===== src/rtl/usb_pkg.sv =====
// Shared definitions for the USB-side receive path.
package usb_pkg;

  localparam int unsigned CSUM_W        = 8;
  localparam logic [7:0]  HEAD_BYTE_DEF = 8'h55;

  localparam logic [1:0] ERR_TRUNC = 2'd0;
  localparam logic [1:0] ERR_HEAD  = 2'd1;
  localparam logic [1:0] ERR_LEN   = 2'd2;
  localparam logic [1:0] ERR_CSUM  = 2'd3;

  typedef enum logic [3:0] {
    ST_IDLE,
    ST_ARM,
    ST_HEAD,
    ST_TYPE,
    ST_LEN,
    ST_DATA,
    ST_CSUM,
    ST_DONE,
    ST_ERR,
    ST_DRAIN
  } state_t;

endpackage


===== src/rtl/usb_rx_timer.sv =====
// Inter-byte idle counter: cleared by clr, flags expiry after TIMEOUT idle cycles.
module usb_rx_timer #(
  parameter int unsigned TIMEOUT = 1024
) (
  input  logic clk,
  input  logic rst,
  input  logic clr,
  output logic expire
);

  localparam int unsigned CW = $clog2(TIMEOUT + 1);

  logic [CW-1:0] cnt;

  // Expiry is flagged one count early so the resulting error pulse lands
  // exactly TIMEOUT cycles after the clearing byte.
  assign expire = !clr && (cnt == CW'(TIMEOUT - 2));

  // Idle count, held once expired until the owner clears it.
  always_ff @(posedge clk) begin
    if (rst || clr) begin
      cnt <= '0;
    end else if (!expire) begin
      cnt <= cnt + 1'b1;
    end
  end

endmodule


===== src/rtl/usb_rx_ctrl.sv =====
// Packet-level receive controller: frames header/type/len/payload/checksum,
// writes payload to the buffer RAM and reports done or a classified error.
module usb_rx_ctrl
  import usb_pkg::*;
#(
  parameter int unsigned MAX_LEN   = 32,
  parameter int unsigned ADDR_W    = 5,
  parameter logic [7:0]  HEAD_BYTE = HEAD_BYTE_DEF,
  parameter int unsigned TIMEOUT   = 1024
) (
  input  logic              clk,
  input  logic              rst,
  input  logic              enable,
  input  logic              link_fire,
  output logic              rxf_fire,
  input  logic [7:0]        rx_data,
  input  logic              rx_vld,
  output logic              buf_we,
  output logic [ADDR_W-1:0] buf_waddr,
  output logic [7:0]        buf_wdata,
  output logic [7:0]        pkt_type,
  output logic [7:0]        pkt_len,
  output logic              pkt_done,
  output logic              pkt_err,
  output logic [1:0]        err_code,
  output logic              busy
);

  localparam logic [7:0] MAX_B = 8'(MAX_LEN);

  state_t state, state_d;

  logic [CSUM_W-1:0] csum, csum_d;
  logic [7:0]        len_q, len_d;
  logic [7:0]        cnt, cnt_d;
  logic [7:0]        type_q, type_d;
  logic [7:0]        pkt_type_d, pkt_len_d;
  logic [1:0]        err_d;
  logic              we_d;
  logic [ADDR_W-1:0] waddr_d;
  logic [7:0]        wdata_d;

  logic in_pkt, armed, expire, abort;

  assign in_pkt   = state inside {ST_HEAD, ST_TYPE, ST_LEN, ST_DATA, ST_CSUM};
  assign armed    = in_pkt || (state == ST_ARM);
  assign rxf_fire = link_fire && armed;
  assign busy     = !(state inside {ST_IDLE, ST_ARM});
  assign pkt_done = (state == ST_DONE);
  assign pkt_err  = (state == ST_ERR);
  assign abort    = !link_fire || expire;

  usb_rx_timer #(.TIMEOUT(TIMEOUT)) u_timer (
    .clk    (clk),
    .rst    (rst),
    .clr    (rx_vld || !in_pkt),
    .expire (expire)
  );

  // State and datapath registers.
  always_ff @(posedge clk) begin
    if (rst) begin
      state     <= ST_IDLE;
      csum      <= '0;
      len_q     <= '0;
      cnt       <= '0;
      type_q    <= '0;
      pkt_type  <= '0;
      pkt_len   <= '0;
      err_code  <= '0;
      buf_we    <= 1'b0;
      buf_waddr <= '0;
      buf_wdata <= '0;
    end else begin
      state     <= state_d;
      csum      <= csum_d;
      len_q     <= len_d;
      cnt       <= cnt_d;
      type_q    <= type_d;
      pkt_type  <= pkt_type_d;
      pkt_len   <= pkt_len_d;
      err_code  <= err_d;
      buf_we    <= we_d;
      buf_waddr <= waddr_d;
      buf_wdata <= wdata_d;
    end
  end

  // Next-state and datapath updates; a byte strobe always wins over abort.
  always_comb begin
    state_d    = state;
    csum_d     = csum;
    len_d      = len_q;
    cnt_d      = cnt;
    type_d     = type_q;
    pkt_type_d = pkt_type;
    pkt_len_d  = pkt_len;
    err_d      = err_code;
    we_d       = 1'b0;
    waddr_d    = buf_waddr;
    wdata_d    = buf_wdata;

    case (state)
      ST_IDLE: if (enable) state_d = ST_ARM;
      ST_ARM, ST_HEAD: begin
        if (rx_vld) begin
          if (rx_data == HEAD_BYTE) begin
            state_d = ST_TYPE;
          end else begin
            state_d = ST_ERR;
            err_d   = ERR_HEAD;
          end
        end else if (state == ST_ARM) begin
          if (!enable) state_d = ST_IDLE;
        end else if (abort) begin
          state_d = ST_ERR;
          err_d   = ERR_TRUNC;
        end
      end
      ST_TYPE: begin
        if (rx_vld) begin
          type_d  = rx_data;
          csum_d  = rx_data;
          state_d = ST_LEN;
        end else if (abort) begin
          state_d = ST_ERR;
          err_d   = ERR_TRUNC;
        end
      end
      ST_LEN: begin
        if (rx_vld) begin
          if (rx_data == 8'd0 || rx_data > MAX_B) begin
            state_d = ST_ERR;
            err_d   = ERR_LEN;
          end else begin
            len_d   = rx_data;
            csum_d  = csum + rx_data;
            cnt_d   = '0;
            state_d = ST_DATA;
          end
        end else if (abort) begin
          state_d = ST_ERR;
          err_d   = ERR_TRUNC;
        end
      end
      ST_DATA: begin
        if (rx_vld) begin
          we_d    = 1'b1;
          waddr_d = cnt[ADDR_W-1:0];
          wdata_d = rx_data;
          csum_d  = csum + rx_data;
          cnt_d   = cnt + 8'd1;
          if (cnt_d == len_q) state_d = ST_CSUM;
        end else if (abort) begin
          state_d = ST_ERR;
          err_d   = ERR_TRUNC;
        end
      end
      ST_CSUM: begin
        if (rx_vld) begin
          if (rx_data == csum) begin
            pkt_type_d = type_q;
            pkt_len_d  = len_q;
            state_d    = ST_DONE;
          end else begin
            state_d = ST_ERR;
            err_d   = ERR_CSUM;
          end
        end else if (abort) begin
          state_d = ST_ERR;
          err_d   = ERR_TRUNC;
        end
      end
      ST_DONE, ST_ERR: state_d = ST_DRAIN;
      ST_DRAIN: if (!link_fire) state_d = enable ? ST_ARM : ST_IDLE;
      default: state_d = ST_IDLE;
    endcase
  end

endmodule


===== config.mk =====
export PLATFORM = sky130hd
export DESIGN_NAME = usb_rx_ctrl
export DESIGN_NICKNAME = d
export VERILOG_FILES = /design/src/rtl/usb_pkg.sv /design/src/rtl/usb_rx_timer.sv /design/src/rtl/usb_rx_ctrl.sv
export SDC_FILE = /design/constraint.sdc
export NUM_CORES = 1
export LEC_CHECK = 0
export ABC_CLOCK_PERIOD_IN_PS = 5850
export BUFFER_PORTS_ARGS = -buffer_cell sky130_fd_sc_hd__buf_2
export CORE_ASPECT_RATIO = 0.8
export CORE_MARGIN = 1.5
export CORE_UTILIZATION = 35
export DETAILED_ROUTE_END_ITERATION = 12
export SYNTH_ARGS = -nofsm -noshare
export SYNTH_HDL_FRONTEND = slang
export SYNTH_HIERARCHICAL = 1
export SYNTH_SLANG_ARGS = --single-unit

===== constraint.sdc =====
create_clock -name clk -period 5.85 [get_ports clk]
set_clock_uncertainty 0.15 [all_clocks]
set_input_delay 0 -clock clk [delete_from_list [all_inputs] [get_ports clk]]
set_output_delay 0 -clock clk [all_outputs]
set_load 0.05 [all_outputs]

==> summary.md <==
| Metric | Value |
|---|---|
| Unrepaired setup endpoints after global routing | no |
| Signal arrival time at the worst endpoint | 3.19 ns |
| Peak supply drop | 0.181 mV |
| N_diodes | 0 |
| CP Class | flop to flop |
| Routed Wire Length | 9.84 mm |
| Register bit total from synthesis | 79 |
| Largest net degree at the start of global routing | 71 |
| First-pass DRT Iterations | 4 |
| Share of layout cells above drive strength 1 | 15.1% |
| Synth Flop Type | dfxtp_1 |
| Die Ht | 98.7 um |
| Crit path max fanout | 18 |
| Achievable frequency | 318 MHz |
| Area occupied by multi-input gates | 2270 um2 |
| Setup crit end kind | flop |
| Number of fill cells | 1130 |
| Status | finished clean |
| Vias in the first global route | 3287 |
| Antenna violations before repair | 0 |
| Clock latency on the worst-skew pair | 0.34 ns |
| Final Hold Fails | 0 |
| Grt ovf | 0 |
| Final period util | 53.8% |
| Synth async-reset ratio | 0% |
| Row cnt | 34 |
| Sequential fraction of the synthesis area | 39.5% |
| Hold buffers post-CTS | 9 |
| Total GRT Usage | 16.8% |
| CTS root buffer | clkbuf_16 |
| Reg area | 1580 um2 |
| Post-route ant nets | 0 |
| Netlist cell types | 59 |
| Final GP Congestion | 0.883 |
| DIE AREA | 12100 um2 |
| P&R area growth vs syn | 17.3% |
| WL/cell | 14.5 um |
| Reg clk slew, reported paths | 0.06 ns |
| Syn Inst Count | 486 |
| CTS tree | done |
| Slew Viols, Final | 0 |
| Final setup vio count | 0 |
| Worst hold path class | input pin to flop |
| Die width | 123 um |
| Syn Area/Cell | 8.24 um2 |
| Cts repair resizes | 0 |
| Via count of the routed design | 3547 |
| Post-synth EDFFs | 0 |
| Power per Cell Area | 333 nW/um2 |
| Slew @ Worst Pin | 0.856 ns |
| First-pass GRT wire length | 16.1 mm |
| Detailed placement HPWL | 6.58 mm |
| CTS sink count | 79 |
| DRT iter0 DRCs | 191 |
| Vias per cell | 5.22 |
| Synth area leaders | dfxtp_1 (39%), mux2i_1 (7.7%), nor2_1 (6.1%), nand2_1 (5.9%), a21oi_1 (4.9%) |
| Leak pwr | 0.00184 uW |
| Top Ports | 49 |
| Area of the mapped netlist | 4010 um2 |
| Max cap viols | 0 |
| Cts bufs inserted | 9 |
| Rel. slew slack | 42.5% |
| Post-synth top area cell | dfxtp_1 |
| Total power draw | 1570 uW |
| Htree depth | 3 |
| Min Tclk post-route | 3.15 ns |
| Top cells by count, synth | dfxtp_1 (79), nor2_1 (65), nand2_1 (63), a21oi_1 (39), mux2i_1 (31) |
| Post-CTS Setup Inserts | 0 |
| Max Buffers Root-to-Sink | 2 |
| IO buf count | 48 |
| Startpoint Class | flop |
| Synth top area share | 39.5% |
| WP data required | 5.89 ns |
| Nets | 554 |
| DRC | 0 |
| Syn nets | 510 |
| Synthesis warning total | 6 |
| Total negative slack | 0 ns |
| Count leader, synth | dfxtp_1 |
| Initial Utilization | 36.4% |
| Core outline area | 11000 um2 |
## flip-flops by register name, summed over array words and instances, names as in the netlist
name	count
buf_waddr	5
buf_wdata	8
buf_we	1
cnt	8
csum	8
err_code	2
len_q	8
pkt_len	8
pkt_type	8
state	4
type_q	8
u_timer/cnt	11
## layer usage
layer / track usage (%) / vias to the layer above / routed length [um]
li1: - / 1786 / -
met1: 23.3 / 1674 / 5000
met2: 26.0 / 69 / 4340
met3: 4.22 / 18 / 362
met4: 4.56 / 0 / 131
met5: 0 / - / 0
## critical path: stages, from the launching register on
cell and delay (ns):
dfxtp_1 0.50, and3_1 0.27, nor2_1 0.18, nand3_1 0.24, nor4_4 0.66, nand2b_1 0.22, nor2_1 0.08, maj3_1 0.36
a211oi_1 0.23, a211oi_1 0.10
## path summary, 6_finish.rpt
path	from	to	slack [ns]	cells past startpoint
max	state[0]$_SDFFE_PP0P_	state[0]$_SDFFE_PP0P_	2.70	9
max reg2reg	state[0]$_SDFFE_PP0P_	state[0]$_SDFFE_PP0P_	2.70	9
min	rx_vld	err_code[1]$_SDFFE_PP0P_	0.03	4
min reg2reg	buf_waddr[2]$_SDFFE_PP0P_	buf_waddr[2]$_SDFFE_PP0P_	0.30	2
## cell type report
cell class                 count  area share (%)
tap                          144            3.83
timing repair buffer          61            7.67
clock inverter                 6           0.799
inverter                      10           0.799
clock buffer                  10            4.87
sequential                    79            33.7
multi-input combinational    369            48.4
## per-stage QoR
step | cell area (um2) | worst slack, ns | std cells | utilization (%) | hold slack, ns
after CTS | 4700 | 2.70 | 679 | 42.7 | 0.00835
final | 4700 | 2.70 | 679 | 42.7 | 0.0285
after floorplan | 4010 | 3.04 | 486 | - | -0.0140
after global placement | 4340 | 2.83 | 654 | 39.4 | 0.165
after detailed placement | 4340 | 2.74 | 654 | 39.4 | 0.178
after global routing | 4700 | 2.42 | 679 | 42.7 | 0.0431
## cell families after synthesis
| kind of cell | after synthesis | synth area share (%) |
|---|---|---|
| compound gates | 101 | 15.7 |
| xor+xnor | 17 | 3.72 |
| fa+ha+maj | 12 | 3.87 |
| buf+inv | 38 | 4.03 |
| flops | 79 | 39.5 |
| mux | 32 | 8.03 |
| simple gates | 207 | 25.2 |
## cell usage in the layout, fill, tap and decap left out, types with 10 or more instances in the layout
cell type and n:
a21oi_1 39, buf_2 48, dfxtp_1 79, ha_1 10, inv_1 10, mux2i_1 31
nand2_1 63, nand3_1 11, nor2_1 65, nor3_1 12, o21ai_0 19, or3_1 11
xnor2_1 12
## report_power, final
| group | leakage [uW] | internal (uW) | switching, uW |
|---|---|---|---|
| Combinational | 0.00108 | 153 | 280 |
| Clock | 0.000124 | 285 | 222 |
| Sequential | 0.000637 | 570 | 57.6 |
No activity file was read; power rests on OpenSTA's default activity.
